### src/rtl/gpr_bank.sv
// General-purpose register bank: two registered read ports, one write port,
// per-register busy scoreboard and a single-cycle shadow bank for context switches.
module gpr_bank #(
  parameter  int DATA_W   = 32,
  parameter  int NUM_REGS = 13,
  parameter  int ZERO_REG = 0,
  localparam int ADDR_W   = $clog2(NUM_REGS)
) (
  input  logic              clk_50,
  input  logic              rst,
  input  logic              GPRLOAD,
  input  logic [ADDR_W-1:0] wr_addr,
  input  logic [DATA_W-1:0] GPR_data,
  input  logic [ADDR_W-1:0] rop1,
  input  logic [ADDR_W-1:0] rop2,
  output logic [DATA_W-1:0] GPR_out1,
  output logic [DATA_W-1:0] GPR_out2,
  input  logic              claim_en,
  input  logic [ADDR_W-1:0] claim_addr,
  output logic              busy1,
  output logic              busy2,
  input  logic              ctx_save,
  input  logic              ctx_restore
);

  localparam logic [ADDR_W:0] NUM_REGS_C = (ADDR_W + 1)'(NUM_REGS);

  // An address is live only if it exists and is not the hardwired zero register.
  function automatic logic addr_live(input logic [ADDR_W-1:0] a);
    logic in_range;
    logic is_zero;
    in_range = ({1'b0, a} < NUM_REGS_C);
    is_zero  = (ZERO_REG != 0) && (a == {ADDR_W{1'b0}});
    return in_range && !is_zero;
  endfunction

  logic [DATA_W-1:0]   main_q   [NUM_REGS];
  logic [DATA_W-1:0]   main_d   [NUM_REGS];
  logic [DATA_W-1:0]   shadow_q [NUM_REGS];
  logic [DATA_W-1:0]   shadow_d [NUM_REGS];
  logic [NUM_REGS-1:0] busy_q;
  logic [NUM_REGS-1:0] busy_d;

  logic [DATA_W-1:0] gpr_out1_q, gpr_out1_d;
  logic [DATA_W-1:0] gpr_out2_q, gpr_out2_d;
  logic              busy1_q, busy1_d;
  logic              busy2_q, busy2_d;

  logic wr_ok_s;
  logic claim_ok_s;

  assign wr_ok_s    = GPRLOAD  && addr_live(wr_addr);
  assign claim_ok_s = claim_en && addr_live(claim_addr);

  // Next bank state: restore overrides save and write/claim; a claim beats a same-edge write clear.
  always_comb begin
    for (int i = 0; i < NUM_REGS; i++) begin
      main_d[i]   = main_q[i];
      shadow_d[i] = shadow_q[i];
      busy_d[i]   = busy_q[i];
    end
    for (int i = 0; i < NUM_REGS; i++) begin
      main_d[i] = ctx_restore ? shadow_q[i]
                : (wr_ok_s && (wr_addr == ADDR_W'(i))) ? GPR_data
                : main_q[i];
      busy_d[i] = ctx_restore ? 1'b0
                : (claim_ok_s && (claim_addr == ADDR_W'(i))) ? 1'b1
                : (wr_ok_s && (wr_addr == ADDR_W'(i))) ? 1'b0
                : busy_q[i];
      // Save sees the post-write value so a same-edge write is captured.
      shadow_d[i] = (ctx_save && !ctx_restore) ? main_d[i] : shadow_q[i];
    end
  end

  // Read ports look at next-state values, giving write-first and restore-first behaviour.
  always_comb begin
    gpr_out1_d = {DATA_W{1'b0}};
    gpr_out2_d = {DATA_W{1'b0}};
    busy1_d    = 1'b0;
    busy2_d    = 1'b0;
    if (addr_live(rop1)) begin
      gpr_out1_d = main_d[rop1];
      busy1_d    = busy_d[rop1];
    end else begin
      gpr_out1_d = {DATA_W{1'b0}};
      busy1_d    = 1'b0;
    end
    if (addr_live(rop2)) begin
      gpr_out2_d = main_d[rop2];
      busy2_d    = busy_d[rop2];
    end else begin
      gpr_out2_d = {DATA_W{1'b0}};
      busy2_d    = 1'b0;
    end
  end

  // State and output registers with synchronous reset taking precedence over everything.
  always_ff @(posedge clk_50) begin
    if (rst) begin
      for (int i = 0; i < NUM_REGS; i++) begin
        main_q[i]   <= {DATA_W{1'b0}};
        shadow_q[i] <= {DATA_W{1'b0}};
      end
      busy_q     <= {NUM_REGS{1'b0}};
      gpr_out1_q <= {DATA_W{1'b0}};
      gpr_out2_q <= {DATA_W{1'b0}};
      busy1_q    <= 1'b0;
      busy2_q    <= 1'b0;
    end else begin
      for (int i = 0; i < NUM_REGS; i++) begin
        main_q[i]   <= main_d[i];
        shadow_q[i] <= shadow_d[i];
      end
      busy_q     <= busy_d;
      gpr_out1_q <= gpr_out1_d;
      gpr_out2_q <= gpr_out2_d;
      busy1_q    <= busy1_d;
      busy2_q    <= busy2_d;
    end
  end

  assign GPR_out1 = gpr_out1_q;
  assign GPR_out2 = gpr_out2_q;
  assign busy1    = busy1_q;
  assign busy2    = busy2_q;

endmodule
### config.mk
export PLATFORM = sky130hd
export DESIGN_NAME = gpr_bank
export DESIGN_NICKNAME = d
export VERILOG_FILES = /design/src/rtl/gpr_bank.sv
export SDC_FILE = /design/constraint.sdc
export NUM_CORES = 2
export LEC_CHECK = 0
export ABC_CLOCK_PERIOD_IN_PS = 4100
export CAP_MARGIN = 10
export CORE_UTILIZATION = 53
export DETAILED_ROUTE_END_ITERATION = 10
export GPL_TIMING_DRIVEN = 0
export PLACE_DENSITY_LB_ADDON = 0.25
export REMOVE_ABC_BUFFERS = 1
export SYNTH_ARGS = -nofsm -noshare
export SYNTH_HDL_FRONTEND = slang
export SYNTH_SLANG_ARGS = --single-unit
export TNS_END_PERCENT = 100
### constraint.sdc
create_clock -name clk_50 -period 4.1 [get_ports clk_50]
set_input_delay 0.615 -clock clk_50 [delete_from_list [all_inputs] [get_ports clk_50]]
set_output_delay 0.615 -clock clk_50 [all_outputs]
set_load 0.03 [all_outputs]
# == After elaboration in Yosys (flattened, before gate mapping) ==
# Memory sizes are Yosys's and may differ from the RTL's.
# Cells that the tools add are included.
# word_totals
ff_bits,79
mem_bits_rw,832
out_inout_bits,66
elab_cells,220
mem_count,2
# op_classes
order_cmp,8
eq_ne,24
muxes,117
bitwise_logic,30
reduce_logical,34
# memory_table
memory,depth,width,read_ports,rd_clocked_by_memory_dff,write_ports,line_no,rtl
main_q,13,32,13,0,13,37,logic [DATA_W-1:0] main_q [NUM_REGS];
shadow_q,13,32,13,0,13,39,logic [DATA_W-1:0] shadow_q [NUM_REGS];
# op_table
operator,count
$mux 32,69
$bmux 32 s4,2
$mux 1,44
$eq 4x4->1 const B,10
$eq 4x3->1 const B,8
$logic_and 1x1->1,29
$or 1x1->1,26
$eq 4x2->1 const B,4
$lt 4x4->1 const B,4
$ge 5x5->1 const B,2
$lt 4x5->1 const B,2
$not 4->5,2
$bmux 1 s4,2
$eq 4x1->1 const B,2
$logic_not 4->1,2
$reduce_or 2->1,2
$not 1->1,2
$logic_not 1->1,1

# == Longest topological paths before layout ==
# depth
depth_word,8
mapped_depth,11
depth_no_buf,6

# == Worst setup path before layout ==
# No wires, ideal clock.
# synth_path
kind,input port to flip-flop
from,input wr_addr[3]
to,"register gpr_out1_q[5], in the netlist GPR_out1[5]"
arrival_ns,2.313
t_required_ns,3.966
slack_ns,1.653
cell_stages,8
n_path_buf,2
path_cell_list,or3b_1 > buf_2 > buf_2 > o211ai_2 > a21oi_1 > a221oi_2 > a211oi_1 > or4_1
# synth_via
elab_chain_len,8
elab_cells_between_ends,57
classes_between,order compare (1); eq/ne (12); mux (29); reduce/logical (15)
# synth_lines
item,line_no,rtl
"start, declared",12,"input logic [ADDR_W-1:0] wr_addr,"
$lt 4x4->1,32,"in_range = ({1'b0, a} < NUM_REGS_C);"
$logic_and 1x1->1,52,assign wr_ok_s = GPRLOAD && addr_live(wr_addr);
$logic_and 1x1->1,64,: (wr_ok_s && (wr_addr == ADDR_W'(i))) ? GPR_data
$mux 32,64,
$mux 32,63,main_d[i] = ctx_restore ? shadow_q[i]
$bmux 32 s4 (*),82,gpr_out1_d = main_d[rop1];
$mux 32 (implied by the code) (*) (2 in a row),82,
"end signal, assigned",105,gpr_out1_q <= {DATA_W{1'b0}};
"end signal, assigned",115,gpr_out1_q <= gpr_out1_d;
"end, declared",44,"logic [DATA_W-1:0] gpr_out1_q, gpr_out1_d;"
# Every way passes the cells marked *; elsewhere a longest branch is shown, timed or not. The select of a mux whose other input is x is not followed.
# A chain may end at the register's enable or synchronous reset.

# == Final worst setup path ==
# layout_path
from,input wr_addr[2]
to,"register gpr_out2_q[30], in the netlist GPR_out2[30]"
# layout_via
elab_chain_len,8
elab_cells_between_ends,57
classes_between,order compare (1); eq/ne (12); mux (29); reduce/logical (15)
# layout_lines
item,line_no,rtl
$lt 4x4->1,32,
$logic_and 1x1->1,52,
$logic_and 1x1->1,64,
$mux 32,64,
$mux 32,63,
$bmux 32 s4 (*),89,gpr_out2_d = main_d[rop2];
$mux 32 (implied by the code) (*) (2 in a row),89,
"end signal, assigned",106,gpr_out2_q <= {DATA_W{1'b0}};
"end signal, assigned",116,gpr_out2_q <= gpr_out2_d;
"end, declared",45,"logic [DATA_W-1:0] gpr_out2_q, gpr_out2_d;"
# Marks and branches as above.

==> results_dict.tcl <==
set metrics [dict create \
    async_reset_ff_frac 0 \
    peak_vdd_ir_mv 0.370 \
    synth_top_area_frac 0.409 \
    routed_via_density 7.13 \
    final_antenna_net_count 0 \
    worstMarginPinSlew_ns 1.33 \
    wl_um 178000 \
    clk-insertion-delay-late_ns 0.69 \
    failed_checks "DRC, setup timing" \
    type_of_the_worst_setup_path "in -> reg" \
    setup.reg_to_reg.worst_slack_ns 2.07 \
    switching_share 0.288 \
    floorplan.io_pins 120 \
    endpoint_kind "flip-flop" \
    min-delay-path-class "in -> reg" \
    clk_pin_slew_ns 0.06 \
    placeableCoreArea_um2 82600 \
    slew_violations 0 \
    clockPowerShare 0.408 \
    max_clock_freq_mhz 241 \
    clock_path_buffers 3 \
    synth_area_per_cell_um2 7.85 \
    timing.rr.end "GPR_out2[3]$_SDFF_PP0_" \
    synthFlopType "dfxtp_1" \
    routed-via-count 46605 \
    mostFrequentLayoutCells "911 x dfxtp_1, 845 x nor2_1, 599 x nand2_1, 301 x a311oi_1" \
    post_synth_inst_count 5674 \
    postSynthRegisterBits 911 \
    grt_antenna_before_repair 4 \
    worstHoldEndpoint "main_q[1][18]$_SDFF_PP0_" \
    area_of_the_die_um2 85200 \
    yosysWarningCount 0 \
    power-per-cell-area_nw_per_um2 436 \
    timing.final.hold_violations 0 \
    cp.required_ns 4.60 \
    cts_tree "yes" \
    netlist-cell-type-count 76 \
    drtIter0Drc 7242 \
    area_growth_syn_to_layout_pct 13.2 \
    internal-power_w 0.0157 \
    utilization 0.610 \
    number_of_global_route_vias_before_repair 43103 \
    critical_path.max_fanout 47 \
    die_h_um 292 \
    power_frac_seq 0.437 \
    layoutNonFillerInstCount 6538 \
    hold-path-cell-count 2 \
    timing.critical_path.from_type "input pin" \
    synth-edff-count 0 \
    grt-ovfl-total 0 \
    global_route.usage.total 0.404 \
    ctsHoldBuffers 0 \
    max-cap-violations 0 \
    gpl.final_weighted_congestion 0.930 \
    max_slew_margin 0.111 \
    r2r_cells 4 \
    grt_max_degree 154 \
    synth.yosys.seq_area_share 0.409 \
    synth_area_um2 44600 \
    drive_above_1_share 0.0723 \
    grt_first_pass_wirelength_um 265000 \
    route.detailed.drc 3 \
    power.switching_w 0.00634 \
    clock_sink_count 911 \
    routed_wire_length_per_instance_um 27.3 \
    rsz0062_at_grt "no" \
    setup_viol_count_final 3 \
    io_buffers 119 \
    skew_ns 0.0171 \
    placedCellCount 6353 \
    static-leakage-power_nw 18.0 \
    cts_root_buffer "clkbuf_16" \
    cts_made_buffers 96 \
    outcome "complete, but fails checks" \
    final_net_count 5443 \
    width_of_the_die_um 292 \
    placement_rows 105 \
    hold_start "rst" \
    mostFrequentLayoutCell "dfxtp_1" \
    critical_path_arrival_ns 4.66 \
    period_minus_slack_ns 4.16 \
    synth.top_cells.by_area "dfxtp_1 41%, nor2_1 7.3%, a311oi_1 5.9%" \
    period_share 1.01 \
    drt_pass1_iterations 11 \
    r2r_start "main_q[0][99]$_SDFF_PP0_" \
    cts_htree_levels 3 \
    start_util 0.539 \
    timing.final.ws_setup_ns -0.0566 \
    yosysTopAreaCell "dfxtp_1" \
    comb_power_share 0.155 \
    place_hpwl_um 103000 \
]
## metrics by stage
stage               setup TNS, ns  instance area, um2  setup WS [ns]  hold slack (ns)  total power (W)
detailed placement         -34.01               47100         -0.993            0.446           0.0130
floorplan                       -               42200         -22.61            0.428           0.0121
CTS                             0               50300        0.00674            0.359           0.0218
finish                     -0.136               50400        -0.0566            0.343           0.0220
global placement                -               44700        -151.01            0.441           0.0141
global route                    0               50400         0.0100            0.377           0.0226
## sequential cells by signal, summed over array words and instances (netlist names)
register and flops:
GPR_out1 32, main_q 416, busy_q 13, shadow_q 416, busy1 1, GPR_out2 32, busy2 1
## worst max-delay path: stages
cell and delay (ns):
buf_2 0.75, and3b_4 0.76, buf_16 0.32, nand2_2 0.62, mux2i_1 0.29, o21ai_0 0.37, o311ai_0 0.21, nor4_1 0.63
## Yosys cell counts, drive strengths merged, types with 6 or more instances
library cell / number
a21boi: 18
o22ai: 41
a31oi: 194
o21ai: 232
nand4: 70
clkbuf: 474
o211ai: 67
o31ai: 22
o221ai: 24
and2: 201
a211o: 52
o2111ai: 15
mux2: 27
a32oi: 17
a221oi: 72
inv: 43
o32ai: 6
a31o: 44
a22oi: 94
buf: 135
dfxtp: 911
nand3: 231
a32o: 10
nand3b: 6
nor2: 873
or3: 31
nor3: 157
o211a: 7
a311oi: 301
a2bb2oi: 73
o2bb2ai: 32
o31a: 6
a21oi: 120
a21o: 6
mux2i: 41
a211oi: 129
nor2b: 25
o22a: 10
nand2b: 100
nand2: 610
o311ai: 34
and3: 60
## power by group through the flow
stage	sequential [W]	combinational, W	clock [W]
after floorplan	0.00987	0.00219	0
after global placement	0.00982	0.00431	0
after detailed placement	0.00979	0.00324	0
after CTS	0.00960	0.00326	0.00896
after global routing	0.00966	0.00358	0.00933
final	0.00961	0.00341	0.00898
## cell families after synthesis
logic type,synth area share
AND/OR/NAND/NOR,0.244
AO/OA/AOI/OAI,0.274
buffers and inverters,0.0571
flip-flops,0.409
XOR/XNOR,0.000197
multiplexers,0.0160
## final cells by class
cell class | instances | area, um2
fill | 7087 | 32200
multi-input combinational | 4110 | 24100
sequential | 911 | 18200
timing repair buffer | 226 | 3420
clock buffer | 141 | 2810
tap | 1070 | 1340
clock inverter | 31 | 357
inverter | 44 | 181
antenna | 5 | 12.5
## worst max path at each step
stage          cells past startpoint                             to  slack, ns         from
2_1_floorplan                      2    shadow_q[0][0]$_SDFFE_PP0P_     -22.61  ctx_restore
3_3_place_gp                       4  shadow_q[0][195]$_SDFFE_PP0P_    -151.01  ctx_restore
3_5_place_dp                       6        GPR_out1[12]$_SDFF_PP0_      -0.99      rop1[0]
4_1_cts                            9        GPR_out2[14]$_SDFF_PP0_      0.007          rst
5_1_grt                            9         GPR_out1[5]$_SDFF_PP0_       0.01   wr_addr[1]
6_report                           8        GPR_out2[30]$_SDFF_PP0_      -0.06   wr_addr[2]
## repair_timing
item,CTS,global route
setup buffers,4,0
pin swaps,1,1
gates resized for setup,5,3
endpoints found under the setup margin,8,4
## metal layers
layer,GRT usage,vias up,wire length (um)
met5,0.00567,-,66
met4,0.258,4,13100
met3,0.131,856,25400
met2,0.578,3559,72900
met1,0.520,21905,66800
li1,-,20281,-
No activity file was read; power rests on OpenSTA's default activity.
